==> config.mk <==
export PLATFORM = sky130hd
export DESIGN_NAME = uart_io_responder
export DESIGN_NICKNAME = d
export VERILOG_FILES = /design/src/rtl/uart_io_responder.sv
export SDC_FILE = /design/constraint.sdc
export NUM_CORES = 1
export LEC_CHECK = 0
export BUFFER_PORTS_ARGS = -buffer_cell sky130_fd_sc_hd__buf_4
export CORE_AREA = 4 4 158 160
export DETAILED_ROUTE_END_ITERATION = 10
export DIE_AREA = 0 0 162 164
export PLACE_DENSITY_LB_ADDON = 0.2
export RECOVER_POWER = 50
export SLEW_MARGIN = 30
export SYNTH_ARGS = -nofsm -noshare
export SYNTH_HDL_FRONTEND = slang
export SYNTH_SLANG_ARGS = --single-unit
==> constraint.sdc <==
create_clock -name clk -period 3.7 [get_ports clk]
set_clock_uncertainty 0.15 [all_clocks]
set_input_delay 0.185 -clock clk [delete_from_list [all_inputs] [get_ports clk]]
set_output_delay 0.185 -clock clk [all_outputs]
set_load 0.02 [all_outputs]
==> src/rtl/uart_io_responder.sv <==
// uart_io_responder
//   Responder for the exec stage's UART IN/OUT request interface. Received bytes are
//   buffered in an RX FIFO; an IN request pops 1-4 bytes (first byte most significant,
//   upper bits zero) and returns them as a word. An OUT request serializes the low 1-4
//   bytes of a word, most significant selected byte first, to the byte transmitter.
//
//   Optional feature macro: UART_IO_LOOPBACK_EN
//     defined   - every transmitted byte (tx handshake) is pushed into the RX FIFO and
//                 rx_byte/rx_valid are ignored.
//     undefined - the RX FIFO is fed only by rx_byte/rx_valid.
//
// Ports
//   clk, rst                   clock, synchronous active-high reset
//   uart_renable, uart_rsz     IN request strobe, size code (bytes = rsz+1)
//   uart_rd, uart_rdone        assembled IN word, one-cycle IN completion pulse
//   uart_wenable, uart_wsz     OUT request strobe, size code (bytes = wsz+1)
//   uart_wd, uart_wdone        OUT word (sampled with strobe), one-cycle OUT completion
//   rx_byte, rx_valid          byte from uart_rx
//   tx_byte, tx_valid, tx_ready byte handshake towards uart_tx
//   busy                       high whenever not idle
//   rx_overflow, req_error     sticky error flags, cleared only by rst
module uart_io_responder #(
   parameter int unsigned FIFO_AW = 4
) (
   input  logic        clk,
   input  logic        rst,
   input  logic        uart_renable,
   input  logic [1:0]  uart_rsz,
   output logic [31:0] uart_rd,
   output logic        uart_rdone,
   input  logic        uart_wenable,
   input  logic [1:0]  uart_wsz,
   input  logic [31:0] uart_wd,
   output logic        uart_wdone,
   input  logic [7:0]  rx_byte,
   input  logic        rx_valid,
   output logic [7:0]  tx_byte,
   output logic        tx_valid,
   input  logic        tx_ready,
   output logic        busy,
   output logic        rx_overflow,
   output logic        req_error
);

   localparam int unsigned Depth = 2 ** FIFO_AW;
   localparam logic [FIFO_AW:0] PtrOne = (FIFO_AW + 1)'(1);

   typedef enum logic [1:0] {StIdle, StRd, StWr, StDone} state_e;

   state_e      state_q, state_d;
   logic [1:0]  sz_q, sz_d;     // size code: byte count minus one
   logic [1:0]  cnt_q, cnt_d;   // bytes already popped / handshaken
   logic [31:0] acc_q, acc_d;
   logic [31:0] wd_q, wd_d;
   logic [31:0] rd_q, rd_d;
   logic        is_rd_q, is_rd_d;
   logic        ovf_q, ovf_d;
   logic        err_q, err_d;

   // RX FIFO
   logic [7:0]       mem_q [Depth];
   logic [FIFO_AW:0] wptr_q, rptr_q;
   logic             fifo_empty, fifo_full;
   logic             push_valid, push, pop;
   logic [7:0]       push_data, pop_data;
   logic [1:0]       sel;

   assign fifo_empty = (wptr_q == rptr_q);
   assign fifo_full  = (wptr_q[FIFO_AW] != rptr_q[FIFO_AW]) &&
                       (wptr_q[FIFO_AW-1:0] == rptr_q[FIFO_AW-1:0]);
   assign pop_data   = mem_q[rptr_q[FIFO_AW-1:0]];

`ifdef UART_IO_LOOPBACK_EN
   assign push_valid = tx_valid & tx_ready;
   assign push_data  = tx_byte;
`else
   assign push_valid = rx_valid;
   assign push_data  = rx_byte;
`endif

   // Fullness is judged before this cycle's pop, so a full FIFO drops the byte.
   assign push = push_valid & ~fifo_full;
   assign pop  = (state_q == StRd) & ~fifo_empty;

   always_ff @(posedge clk) begin
      if (push) begin
         mem_q[wptr_q[FIFO_AW-1:0]] <= push_data;
      end
   end

   always_ff @(posedge clk) begin
      if (rst) begin
         wptr_q <= '0;
         rptr_q <= '0;
      end else begin
         if (push) wptr_q <= wptr_q + PtrOne;
         if (pop)  rptr_q <= rptr_q + PtrOne;
      end
   end

   // Outputs
   assign sel         = sz_q - cnt_q;   // byte lane still to send, counted from lane 0
   assign busy        = (state_q != StIdle);
   assign tx_valid    = (state_q == StWr);
   assign tx_byte     = tx_valid ? wd_q[{sel, 3'b000} +: 8] : 8'h00;
   assign uart_rdone  = (state_q == StDone) & is_rd_q;
   assign uart_wdone  = (state_q == StDone) & ~is_rd_q;
   assign uart_rd     = rd_q;
   assign rx_overflow = ovf_q;
   assign req_error   = err_q;

   always_comb begin
      state_d = state_q;
      sz_d    = sz_q;
      cnt_d   = cnt_q;
      acc_d   = acc_q;
      wd_d    = wd_q;
      rd_d    = rd_q;
      is_rd_d = is_rd_q;
      ovf_d   = ovf_q | (push_valid & fifo_full);
      err_d   = err_q;

      case (state_q)
         StIdle: begin
            if (uart_wenable) begin
               // A simultaneous read is dropped in favour of the write.
               wd_d    = uart_wd;
               sz_d    = uart_wsz;
               cnt_d   = 2'd0;
               is_rd_d = 1'b0;
               state_d = StWr;
               if (uart_renable) err_d = 1'b1;
            end else if (uart_renable) begin
               sz_d    = uart_rsz;
               cnt_d   = 2'd0;
               acc_d   = '0;
               is_rd_d = 1'b1;
               state_d = StRd;
            end
         end
         StRd: begin
            if (!fifo_empty) begin
               acc_d = {acc_q[23:0], pop_data};
               cnt_d = cnt_q + 2'd1;
               if (cnt_q == sz_q) begin
                  rd_d    = {acc_q[23:0], pop_data};
                  state_d = StDone;
               end
            end
         end
         StWr: begin
            if (tx_ready) begin
               cnt_d = cnt_q + 2'd1;
               if (cnt_q == sz_q) state_d = StDone;
            end
         end
         StDone: begin
            state_d = StIdle;
         end
         default: begin
            state_d = StIdle;
         end
      endcase

      if ((state_q != StIdle) && (uart_renable || uart_wenable)) err_d = 1'b1;
   end

   always_ff @(posedge clk) begin
      if (rst) begin
         state_q <= StIdle;
         sz_q    <= 2'd0;
         cnt_q   <= 2'd0;
         acc_q   <= '0;
         wd_q    <= '0;
         rd_q    <= '0;
         is_rd_q <= 1'b0;
         ovf_q   <= 1'b0;
         err_q   <= 1'b0;
      end else begin
         state_q <= state_d;
         sz_q    <= sz_d;
         cnt_q   <= cnt_d;
         acc_q   <= acc_d;
         wd_q    <= wd_d;
         rd_q    <= rd_d;
         is_rd_q <= is_rd_d;
         ovf_q   <= ovf_d;
         err_q   <= err_d;
      end
   end

endmodule

* Word-level counts from Yosys, hierarchy flattened *
Memories as Yosys holds them, arrays and structs flattened. A register that Yosys moved wholly into a read port is not among the register bits.
Index checks and enable logic that the tools add are counted.

word-level totals
  memories = 1
  flip-flop bits (word level) = 107
  bits in writable memories = 128
  logic and storage cells = 83
  bits of input ports = 50
  output and inout bits = 46

memories
  memory  words  width  read ports  clocked after Yosys merged registers in  write ports  line  source
  mem_q   16     8      1           1                                        1            61    logic [7:0] mem_q [Depth];

cells by class
  mux-type cells = 27
  reductions and logical operators = 18
  add/sub/neg operators = 4
  eq/ne operators = 12
  shift-type cells = 1
  bitwise logic cells = 9

operators by type and width
  operator             number
  $mux 24              3
  $pmux 24 s2          1
  $shiftx 32x6->8      1
  $mux 2               11
  $reduce_bool 2->1    6
  $add 5x1->5 const B  2
  $reduce_and 3->1     3
  $mux 4               2
  $mux 8               1
  $pmux 2 s4           1
  $reduce_and 4->1     2
  $mux 1               7
  $ne 2x2->1 const B   3
  $pmux 2 s3           1
  $and 1x1->1          5
  $eq 5x5->1           1
  $eq 2x2->1 const B   2
  $eq 4x4->1           1
  $reduce_and 2->1     2
  $ne 3x3->1 const B   1
  $not 1->1            3
  $reduce_bool 3->1    1
  $add 2x1->2 const B  1
  $eq 2x1->1 const B   1
  8 further kinds      9

* Longest topological paths before layout *
  depth in word-level cells = 6
  gate-level depth with buffers = 8
  depth with buffers taken out = 7

* Worst setup path before layout *
OpenSTA, ideal clock, no wires.

  kind = reg2reg
  start = register wptr_q[2]
  end = memory mem_q[0][0], enable pin
  setup time = 0.332 ns
  period minus slack after synthesis = 2.240 ns
  cell stages (with the launch flop) = 8
  path slack = 1.460 ns
  data arrival time = 1.759 ns
  buffers on the path = 3
  data required time = 3.218 ns
  cell sequence = dfxtp_1 -> buf_4 -> xnor2_1 -> and4_4 -> buf_6 -> a21boi_1 -> clkbuf_1 -> and3_1

on the way
  word-level cells in the longest chain between the ends = 6

RTL lines
  item                          line  source
  start: declaration            62    logic [FIFO_AW:0] wptr_q, rptr_q;
  start signal: assignment      96    if (push) wptr_q <= wptr_q + PtrOne;
  $eq 4x4->1                    70    (wptr_q[FIFO_AW-1:0] == rptr_q[FIFO_AW-1:0]);
  $logic_and 1x1->1             69    assign fifo_full = (wptr_q[FIFO_AW] != rptr_q[FIFO_AW]) &&
  $not 1->1                     82    assign push = push_valid & ~fifo_full;
  $and 1x1->1                   82
  $mux 1                        86    if (push) begin
  $mux 1 (implied by the code)  87    mem_q[wptr_q[FIFO_AW-1:0]] <= push_data;
  end: declaration              61

Several ways; a longest one is shown, not always the timed one.

* Final worst setup path *
  start = register cnt_q[1]
  end = output tx_byte[0]

on the way
  word-level cells in the longest chain between the ends = 3

RTL lines
  item                      line  source
  start: declaration        52    logic [1:0] cnt_q, cnt_d;
  start signal: assignment  182   cnt_q <= cnt_d;
  $sub 2x2->2               102   assign sel = sz_q - cnt_q;
  $shiftx 32x6->8           105   assign tx_byte = tx_valid ? wd_q[{sel, 3'b000} +: 8] : 8'h00;
  $mux 8                    105
  end: declaration          37    output logic [7:0] tx_byte,

Every way passes these cells.

==> run metrics <==
# DRC 0; Synth Flop Type edfxtp_1; post-layout min period 2.80 ns; LEAKAGE 4.01 nW; PD cells 585 nW/um^2; cts hold-fix bufs 49; Net Sw Frac 0.259; crit-path cells xnor2_1, xor2_2, inv_2, mux4_2, and2_1, buf_4; Net count, final 904; CTS root buf clkbuf_16; initial antenna violation count 0; Yosys reg bits 239; Syn. warnings 0; Via density 5.08; Starting Density 0.396; wire per inst 18.0 um; Die Footprint 26600 sq um; Finished Core Util 0.490; max frequency 358 MHz; Crit Path Category flop to primary output; CP Launch Type flop; TritonCTS clock tree built; Unique masters post-synth 40; Hold Fails Final Rpt 0; Bufs on Longest Clock Path 3; Synth-to-Final Area Change 23.9%; Post-synth EDFFs 128; Worst-path clk slew 0.06 ns; period utilisation layout 0.756; Cells after Synth 705; worst skew pair latency 0.54 ns; layout cells sized above 1 0.172; Post-Syn Nets 766; actual slew at the worst max-slew pin 1.36 ns; final setup fails 0; GRT Max-Usage Layer met2; Worst Hold Endpoint state_q[0]; GRT Overall Usage 0.158; Reg power frac 0.446; gp weighted congestion 0.761; final std cells w/o fill 1181; Critical Path End Type primary output; max_cap viols 0; clock power share 0.391; die width 162 um; RR Endpoint mem_q[11][0]; total power 6.72 mW; Rel. slew slack 0.0927; GRT met3 Usage 0.0279; number of global-route vias before repair 6075; die height 164 um; Detailed Routing Iterations Pass 1 4; first-pass GRT wire length 33200 um; GR Util met1 0.207; diode count 0; vias 6003; pin count of the biggest net entering global routing 69; Logic pwr share 0.163; CTS H-tree depth 1; Detailed Place HPWL 14000 um; IO Pins 96; Slew Viols, Final 0; Hold WC Path Type primary input to flop; drt total wl 21200 um; sequential area share after synthesis 0.655; r2r setup slk 1.02 ns; CTS Buf Count 25; ANT nets after route 0; GR Util met2 0.273; Sink Count 239; RSZ-0062 raised after global routing no; CP max stage cell mux4_2; number of port buffers 95; Worst path max stage delay 0.52 ns; setup TNS 0 ns; FF-to-FF Start wptr_q[2]; status finished, final reports clean; FF-to-FF path depth 5; switching power total 1.74 mW; Syn Area/Cell 13.1 sq um; DRT iter0 DRCs 345; setup repair bufs after CTS 0; Req. time, crit path 3.37 ns; FFs w/ async S/R, synth 0; Gates resized, CTS repair 0; gr ovfl total 0; Core Region 23400 sq um; CP arrival 2.46 ns; Pint 4.98 mW; Worst Hold Path Cells 5; VDD IR max 0.307 mV; # fillers 2100; Netlist Area Pre-Place 9260 sq um; Hold Path Origin tx_ready; Crit Path Max Fanout 6; # rows 56; DP Cell Count 1086
==> sequential cells by signal, indices dropped and copies added (netlist names), 2 cells and up, named ones only <==
signal and flops:
wptr_q 5, mem_q 128, acc_q 24, state_q 2
uart_rd 32, sz_q 2, wd_q 32, rptr_q 5
cnt_q 2
==> kinds of logic after synthesis <==
family / Yosys count / share of synthesized area
AO/OA/AOI/OAI: 130 / 0.0889
XOR/XNOR: 16 / 0.0159
adder cells (fa/ha/maj): 11 / 0.0149
buffers and inverters: 54 / 0.0243
flip-flops: 239 / 0.655
multiplexers: 45 / 0.103
AND/OR/NAND/NOR: 210 / 0.0981
==> critical path: cells and delay by family, from the launching register on <==
family                    cells  cell delay (ns)
xor gates and xnor gates      2             0.55
muxes                         1             0.52
buffers and inverters         2             0.38
DFF                           1             0.33
and+or+nand+nor               1             0.18
==> synth_stat cells (3+ instances only) <==
| cell | n | area share |
|---|---|---|
| nand4_1 | 3 | 0.0020 |
| a21oi_1 | 72 | 0.039 |
| a22oi_1 | 16 | 0.013 |
| buf_1 | 5 | 0.0020 |
| mux4_2 | 40 | 0.097 |
| edfxtp_1 | 128 | 0.42 |
| nor2_1 | 26 | 0.011 |
| xor2_1 | 5 | 0.0047 |
| mux2i_1 | 5 | 0.0054 |
| buf_2 | 9 | 0.0049 |
| nand3_1 | 3 | 0.0016 |
| inv_1 | 9 | 0.0036 |
| dfxtp_1 | 111 | 0.24 |
| o211ai_1 | 3 | 0.0024 |
| a22o_1 | 24 | 0.023 |
| clkbuf_1 | 28 | 0.011 |
| a311oi_1 | 3 | 0.0028 |
| ha_1 | 11 | 0.015 |
| nand2_1 | 139 | 0.056 |
| and3_1 | 14 | 0.0095 |
| xnor2_1 | 10 | 0.0095 |
| and2_1 | 12 | 0.0081 |
| nor2b_1 | 7 | 0.0047 |
==> power by group through the flow <==
| stage | logic, mW | clock network, mW | registers, mW |
|---|---|---|---|
| detailed placement | 1.08 | 0 | 3.06 |
| global placement | 1.06 | 0 | 3.05 |
| CTS | 1.12 | 2.69 | 3.00 |
| global route | 1.20 | 2.81 | 3.01 |
| floorplan | 0.778 | 0 | 3.03 |
| finish | 1.09 | 2.63 | 3.00 |
==> area by class of cell <==
cell class / instances / area (sq um) / share of cell area
Clock inverter: 13 / 191 / 0.0167
Multi-Input combinational cell: 412 / 2990 / 0.260
Sequential cell: 239 / 6070 / 0.529
Clock buffer: 33 / 687 / 0.0599
Tap cell: 319 / 399 / 0.0348
Timing Repair Buffer: 155 / 1110 / 0.0965
Inverter: 10 / 37.5 / 0.00327
==> metrics by stage <==
| step | setup WS [ns] | hold slack (ns) | cell area (sq um) |
|---|---|---|---|
| floorplan | 1.46 | 0.134 | 9260 |
| global placement | 1.27 | 0.284 | 10300 |
| detailed placement | 1.27 | 0.293 | 10300 |
| CTS | 0.837 | 0.179 | 11700 |
| global route | 0.743 | 0.230 | 11500 |
| finish | 0.904 | 0.201 | 11500 |
==> how the worst max path moves through the flow <==
| stage | startpoint | slack [ns] | end | cells after the start |
|---|---|---|---|---|
| after floorplan | wptr_q[2] | 1.46 | mem_q[0][0] | 7 |
| after global placement | flop | 1.27 | acc_q[3] | 5 |
| after detailed placement | wptr_q[2] | 1.27 | uart_rd[18] | 5 |
| after CTS | cnt_q[1] | 0.84 | tx_byte[0] | 6 |
| after global routing | cnt_q[1] | 0.74 | tx_byte[3] | 6 |
| final | cnt_q[1] | 0.90 | tx_byte[0] | 6 |
==> placed cells by master (no fill, tap or decap), types with 2 or more instances in the layout <==
| cell type | count |
|---|---|
| a311oi_1 | 3 |
| a22o_1 | 24 |
| edfxtp_1 | 128 |
| xor2_1 | 5 |
| a21oi_2 | 2 |
| ha_1 | 11 |
| mux2i_1 | 5 |
| nor2b_1 | 7 |
| a22oi_1 | 16 |
| clkbuf_1 | 53 |
| mux4_2 | 40 |
| nor2_1 | 26 |
| nand3_1 | 3 |
| o21ai_0 | 2 |
| buf_4 | 58 |
| nor3_1 | 2 |
| and3_1 | 14 |
| inv_1 | 9 |
| clkinvlp_4 | 3 |
| a211oi_1 | 2 |
| bufinv_16 | 4 |
| nand2_1 | 138 |
| dlygate4sd3_1 | 49 |
| o22ai_1 | 2 |
| nand4_1 | 3 |
| and2_1 | 11 |
| clkinv_2 | 4 |
| a21oi_1 | 70 |
| o211ai_1 | 3 |
| xnor2_1 | 10 |
| dfxtp_1 | 110 |
| clkbuf_16 | 26 |
==> per-layer routing <==
metal	vias to the layer above	wire (um)
met5	-	0
met4	0	408
met3	34	1050
met2	138	10500
met1	2977	9240
li1	2854	-
No activity file was read; power rests on OpenSTA's default activity.
